==> config.mk <==
export PLATFORM = sky130hd
export DESIGN_NAME = dvs_event_dispatcher
export DESIGN_NICKNAME = d
export VERILOG_FILES = /design/src/rtl/dvs_event_dispatcher.sv
export SDC_FILE = /design/constraint.sdc
export NUM_CORES = 1
export LEC_CHECK = 0
export CORE_MARGIN = 5
export CORE_UTILIZATION = 35
export CTS_CLUSTER_DIAMETER = 80
export CTS_CLUSTER_SIZE = 16
export DETAILED_ROUTE_END_ITERATION = 7
export PLACE_DENSITY_LB_ADDON = 0.1
export SYNTH_ARGS = -nofsm -noshare
export SYNTH_HDL_FRONTEND = slang
export SYNTH_SLANG_ARGS = --single-unit
==> constraint.sdc <==
create_clock -name clk -period 3.93 [get_ports clk]
set_input_delay 0.393 -clock clk [delete_from_list [all_inputs] [get_ports clk]]
set_output_delay 0.393 -clock clk [all_outputs]
set_load 0.005 [all_outputs]
==> src/rtl/dvs_event_dispatcher.sv <==
// dvs_event_dispatcher: FIFO-buffered DVS events scheduled onto one valid/ready channel.
// Define DVS_DISPATCH_HEARTBEAT_EN to compile in the idle timer and heartbeat words.
module dvs_event_dispatcher #(
    parameter int FIFO_DEPTH        = 8,
    parameter int HEARTBEAT_US      = 1000,
    parameter int DVS_X_ADDR_BITS   = 9,
    parameter int DVS_Y_ADDR_BITS   = 9,
    parameter int TIMESTAMP_US_BITS = 16,
    localparam int W  = 2 + DVS_X_ADDR_BITS + DVS_Y_ADDR_BITS + TIMESTAMP_US_BITS,
    localparam int LW = $clog2(FIFO_DEPTH) + 1
) (
    input  logic                         clk,
    input  logic                         rst_n,
    input  logic [DVS_X_ADDR_BITS-1:0]   event_x,
    input  logic [DVS_Y_ADDR_BITS-1:0]   event_y,
    input  logic [TIMESTAMP_US_BITS-1:0] event_timestamp,
    input  logic                         event_polarity,
    input  logic                         new_event,
    input  logic [TIMESTAMP_US_BITS-1:0] time_us,
    output logic [W-1:0]                 out_data,
    output logic                         out_valid,
    input  logic                         out_ready,
    output logic [LW-1:0]                fifo_level,
    output logic [15:0]                  drop_count
);
    localparam int AW = $clog2(FIFO_DEPTH);
    localparam int EW = W - 1;

`ifdef DVS_DISPATCH_HEARTBEAT_EN
    typedef enum logic [1:0] {IDLE, SEND_EVENT, SEND_HB} state_t;
`else
    typedef enum logic {IDLE, SEND_EVENT} state_t;
`endif

    state_t state, next_state;
    logic [EW-1:0] mem [FIFO_DEPTH];
    logic [AW-1:0] wr_ptr, rd_ptr;
    logic full, empty, push, pop, drop;

    assign full  = fifo_level == LW'(FIFO_DEPTH);
    assign empty = fifo_level == '0;
    // A pop in the same cycle frees the slot, so a push into a full FIFO still lands.
    assign push  = new_event && (!full || pop);
    assign drop  = new_event && full && !pop;
    assign out_valid = state != IDLE;

`ifdef DVS_DISPATCH_HEARTBEAT_EN
    localparam int CW = $clog2(HEARTBEAT_US + 1);
    localparam logic [CW-1:0] HB = CW'(HEARTBEAT_US);
    logic [TIMESTAMP_US_BITS-1:0] time_q;
    logic [CW-1:0] idle_cnt;
    logic hb_pending, load_hb, tick, hb_set;

    assign tick   = time_us != time_q;
    assign hb_set = tick && idle_cnt == HB - 1'b1;

    always_ff @(posedge clk or negedge rst_n) begin
        if (!rst_n) begin
            time_q     <= '0;
            idle_cnt   <= '0;
            hb_pending <= 1'b0;
        end else begin
            time_q <= time_us;
            if (out_valid && out_ready) begin
                idle_cnt   <= '0;
                hb_pending <= 1'b0;
            end else begin
                if (tick && idle_cnt != HB)
                    idle_cnt <= idle_cnt + 1'b1;
                hb_pending <= (hb_pending || hb_set) && !pop;
            end
        end
    end
`else
    localparam int unused_hb = HEARTBEAT_US;
    logic unused_time;
    assign unused_time = ^time_us;
`endif

    always_comb begin
        next_state = state;
        pop        = 1'b0;
`ifdef DVS_DISPATCH_HEARTBEAT_EN
        load_hb    = 1'b0;
`endif
        if (state == IDLE) begin
            if (!empty) begin
                pop        = 1'b1;
                next_state = SEND_EVENT;
            end
`ifdef DVS_DISPATCH_HEARTBEAT_EN
            else if (hb_pending) begin
                load_hb    = 1'b1;
                next_state = SEND_HB;
            end
`endif
        end else if (out_ready) begin
            next_state = IDLE;
        end
    end

    always_ff @(posedge clk or negedge rst_n) begin
        if (!rst_n) begin
            state      <= IDLE;
            out_data   <= '0;
            wr_ptr     <= '0;
            rd_ptr     <= '0;
            fifo_level <= '0;
            drop_count <= '0;
        end else begin
            state <= next_state;
            if (pop)
                out_data <= {1'b0, mem[rd_ptr]};
`ifdef DVS_DISPATCH_HEARTBEAT_EN
            else if (load_hb)
                out_data <= {2'b10, {(DVS_X_ADDR_BITS + DVS_Y_ADDR_BITS){1'b0}}, time_us};
`endif
            if (push)
                wr_ptr <= wr_ptr + 1'b1;
            if (pop)
                rd_ptr <= rd_ptr + 1'b1;
            fifo_level <= fifo_level + LW'(push) - LW'(pop);
            if (drop && drop_count != 16'hFFFF)
                drop_count <= drop_count + 1'b1;
        end
    end

    always_ff @(posedge clk) begin
        if (push)
            mem[wr_ptr] <= {event_polarity, event_x, event_y, event_timestamp};
    end
endmodule

== Yosys cells after proc, flatten, opt, wreduce, memory -nomap -nowiden ==
Memory sizes are Yosys's and may differ from the RTL's. A register that Yosys moved wholly into a read port is not among the register bits.
Cells that the tools add are included.
W data, S select, Z words.

* Muxes and demuxes: 6
* Reduce and logical (&&, ||, !) cells: 9
* $add $sub $neg: 5
* Equality and inequality tests: 2

{| class="wikitable"
|+ Operators by type and width
! cell !! number
|-
| $add A16 B1 Y16 const B || 1
|-
| $ne A16 B16 Y1 const B || 1
|-
| $add A3 B1 Y3 const B || 2
|-
| $mux W1 || 6
|-
| $add A4 B1 Y4 || 1
|-
| $eq A4 B4 Y1 const B || 1
|-
| $logic_and A1 B1 Y1 || 4
|-
| $logic_not A4 Y1 || 1
|-
| $sub A4 B1 Y4 || 1
|-
| $logic_not A1 Y1 || 3
|-
| $logic_or A1 B1 Y1 || 1
|}

* Word-level logic and storage cells: 28
* Flip-flop bits (word level): 27
* RAM bits: 280
* Input bits: 55
* Memories kept: 1
* Output and inout bits: 57

{| class="wikitable"
|+ Memories
! name !! words !! width !! rd ports !! clocked after memory_dff !! write ports !! RTL line !! source
|-
| mem || 8 || 35 || 1 || 1 || 1 || 36 || <nowiki>logic [EW-1:0] mem [FIFO_DEPTH];</nowiki>
|}

== Longest topological paths before layout ==
* Word-level depth: 7
* Gate-level depth with buffers: 10
* Gate-level depth less buffers: 9

== Worst setup path before layout ==
OpenSTA, ideal clock, no wires.

* Kind: register to register
* Start: register fifo_level[2]
* End: memory mem[0][0] (netlist bit) (enable)
* Clock period less this slack: 4.192 ns
* Setup time: 0.471 ns
* Data required time: 3.459 ns
* Path slack: -0.262 ns
* Stages on the path, launching flop included: 7
* Arrival: 3.721 ns
* Buffers on the path: 0
* Cell sequence: dfrtp_1 -> inv_1 -> ha_1 -> o21a_1 -> a21boi_0 -> nand2b_1 -> nor3_1

* Longest elaborated chain between the ends: 7
* Elaborated cells on any way between the ends: 9

{| class="wikitable"
|+ RTL lines
! element !! RTL line !! source
|-
| start, declared || 23 || <nowiki>output logic [LW-1:0] fifo_level,</nowiki>
|-
| start signal, assigned || 122 || <nowiki>fifo_level <= fifo_level + LW'(push) - LW'(pop);</nowiki>
|-
| $logic_not A4 Y1 || 41 || <nowiki>assign empty = fifo_level == '0;</nowiki>
|-
| $mux W1 || 87 || <nowiki>if (!empty) begin</nowiki>
|-
| $mux W1 || 86 || <nowiki>if (state == IDLE) begin</nowiki>
|-
| $logic_or A1 B1 Y1 (*) || 43 || <nowiki>assign push = new_event && (!full || pop);</nowiki>
|-
| $logic_and A1 B1 Y1 (*) || 43 ||
|-
| $mux W1 (*) || 129 || <nowiki>if (push)</nowiki>
|-
| $mux W1 (implied by the code) (*) || 130 || <nowiki>mem[wr_ptr] <= {event_polarity, event_x, event_y, event_timestamp};</nowiki>
|-
| end, declared || 36 ||
|}

Every way passes the cells marked *; elsewhere a longest branch is shown, timed or not.

== Worst setup path in the final report ==
* Start: register fifo_level[2]
* End: memory mem[6][34] (netlist bit) (enable)

The elaborated chain is that of the path after synthesis.

==> reports/results.tsv <==
metric	value	unit
status	completed	
yosysTopAreaCell	edfxtp_1	
grt_remaining_overflow	0	
vias	6223	
cts_tree	built	
synth_ff_type	edfxtp_1	
hold_path.class	in2async	
ant_nets	0	
ys_seq_area_share	76.4	%
stdcell_count	1249	
rr_worst_depth	7	
max_stage_delay	500	ps
fin_skew	11.5	ps
place_ws	881	ps
slowest_stage	nor2_4	
grt_usage	13.2	%
cts_setup_buffers	0	
crit_family	simple AND/OR/NAND/NOR gates	
drc	0	
htree_levels	1	
r2r_slack	970	ps
vdd_drop_max	273	uV
power_frac_comb	29.4	%
first_global_vias	6731	
rsz0062_at_grt	no	
wl_per_cell	21.7	um
hold_slack	3.38	ps
fp.dieH	203	um
critPathBufInv	2	
area_delta_synth_final	18.5	%
synth-async-reset-ratio	18.1	%
clkSinkCount	342	
cts_resized	0	
dieArea	41200	sq um
nNetsFinal	827	
synth_most_common_cell	edfxtp_1	
timing.fmax	338	MHz
leakagePower	5.18	nW
p_switching	0.00314	W
post-place-cells	1204	
avgSynthCellArea	20.0	sq um
maxSlewViolCount	0	
drt_iter0_drc	327	
netlist_instances	653	
syn-num-nets	717	
clkTransAtPathRegs	70	ps
root_buffer	clkbuf_16	
finalCriticalPeriod	2960	ps
synthTopCellsByCount	280 x edfxtp_1, 70 x mux4_2, 62 x dfrtp_1	
yosys-top-cells-area	edfxtp_1 64%, mux4_2 12%, dfrtp_1 12%	
max_slew_margin	32.2	%
syn_area	13000	sq um
seq_power_share	48.3	%
tns	0	ps
p_sw_share	29.5	%
finalCritPeriodShare	75.3	%
core	36700	sq um
portBuffers	94	
viasPerCell	4.98	
crit_required	4140	ps
wirelength	27.2	mm
clock_latency	520	ps
hpwl	16.1	mm
crit_type	reg2reg	
grt_pass1_wl	41.9	mm
critical_path.max_fanout	15	
p_int	0.00750	W
crit_chain	inv_1 > ha_1 > o21a_1 > a21boi_0 > nand2b_1 > nor2_4 > buf_4	
numCtsBuffers	25	
powerDensity	689	nW/um^2
drive_gt1_share	17.3	%
grt_max_degree	63	
initial_core_util	35.5	%
io_pins	112	
max_cap_violations	0	
worst_pin_slew	1020	ps
synth_top_area_share	64.5	%
ys_ff_latch	342	
synth_cell_type_count	35	
crit_path_start_kind	flop	
holdBufCountCts	0	
worst-path-stages	7	
cts_max_path_buffers	3	
setup.worst_path.end_class	flop	
fp.dieW	203	um
crit_arrival	3160	ps
antenna_found_initial	1	
yosys_warnings	0	
fp-row-count	70	
place_congestion	0.717	
n_fill_cell	3194	
synth_edf_count	280	
diodes	0	
setup_viol	0	
worst_slack	971	ps
clkPwrFrac	22.2	%
finalHoldViolCount	0	
dr.pass1.iters	5	
path summary, 6_finish.rpt:
| check | start | endpoint |
|---|---|---|
| worst max-delay path | fifo_level[2] | mem[6][34] |
| worst min-delay path | rst_n | out_data[3] |
| worst max register to register | fifo_level[2] | mem[6][34] |
| worst min register to register | drop_count[14] | drop_count[14] |
| max in group asynchronous | rst_n | rd_ptr[1] |
| min in group clk | out_ready | out_valid |
layout make-up:
cell class                 instances  area, sq um  area share, %
sequential                       342         9970           64.5
multi-input combinational        277         3010           19.5
timing repair buffer             113         1170           7.56
clock buffer                      43          693           4.49
tap                              468          586           3.79
inverter                           4         15.0         0.0972
clock inverter                     2         13.8         0.0891
cell families (layout without fill, tap and decap cells):
logic type	count (synthesis)	in the layout	synth area share [%]
other cells	1	1	0.0288
compound gates	46	46	1.86
buf+inv	34	162	1.17
xor+xnor	18	18	1.21
fa+ha+maj	9	9	0.921
simple gates	95	95	3.40
flops	342	342	76.4
mux	108	108	15.0
sequential cells by signal (all words and copies together) (netlist names):
register	count
out_valid	1
fifo_level	4
wr_ptr	3
rd_ptr	3
out_data	35
mem	280
drop_count	16
routing by layer:
| metal | wire length (um) | global-route usage [%] | part of all wire, % | vias to the layer above |
|---|---|---|---|---|
| met3 | 1040 | 2.16 | 3.8 | 33 |
| met1 | 12000 | 17.8 | 44 | 3254 |
| met5 | 8 | 0 | 0.029 | - |
| met4 | 403 | 2.58 | 1.5 | 2 |
| met2 | 13700 | 23.0 | 51 | 109 |
| li1 | - | - | - | 2825 |
per-stage QoR:
stage | utilization (%) | power (W) | instance area (sq um)
3_3_place_gp | 40.2 | 0.00843 | 14700
4_1_cts | 42.1 | 0.0109 | 15500
2_1_floorplan | - | 0.00707 | 13100
3_5_place_dp | 40.2 | 0.00851 | 14700
5_1_grt | 42.1 | 0.0113 | 15500
6_report | 42.1 | 0.0106 | 15500
power by group through the flow:
stage | Sequential, W | Clock [W] | Combinational, W
after global routing | 0.00525 | 0.00263 | 0.00346
after floorplan | 0.00494 | 0 | 0.00213
after detailed placement | 0.00526 | 0 | 0.00325
after global placement | 0.00522 | 0 | 0.00321
final | 0.00515 | 0.00237 | 0.00314
after CTS | 0.00518 | 0.00247 | 0.00326
placed cells by master (no fill, tap or decap), drive strengths merged, types with 6 or more instances in the layout:
master,netlist,routed
edfxtp,280,280
nor3,10,10
clkdlybuf4s50,0,93
mux4,70,70
mux2i,35,35
nand3,6,6
dfrtp,62,62
a21oi,37,37
clkbuf,10,43
xor2,16,16
ha,8,8
nand2,15,15
nor2,43,43
buf,20,20
(Power assumes the default switching activity.)
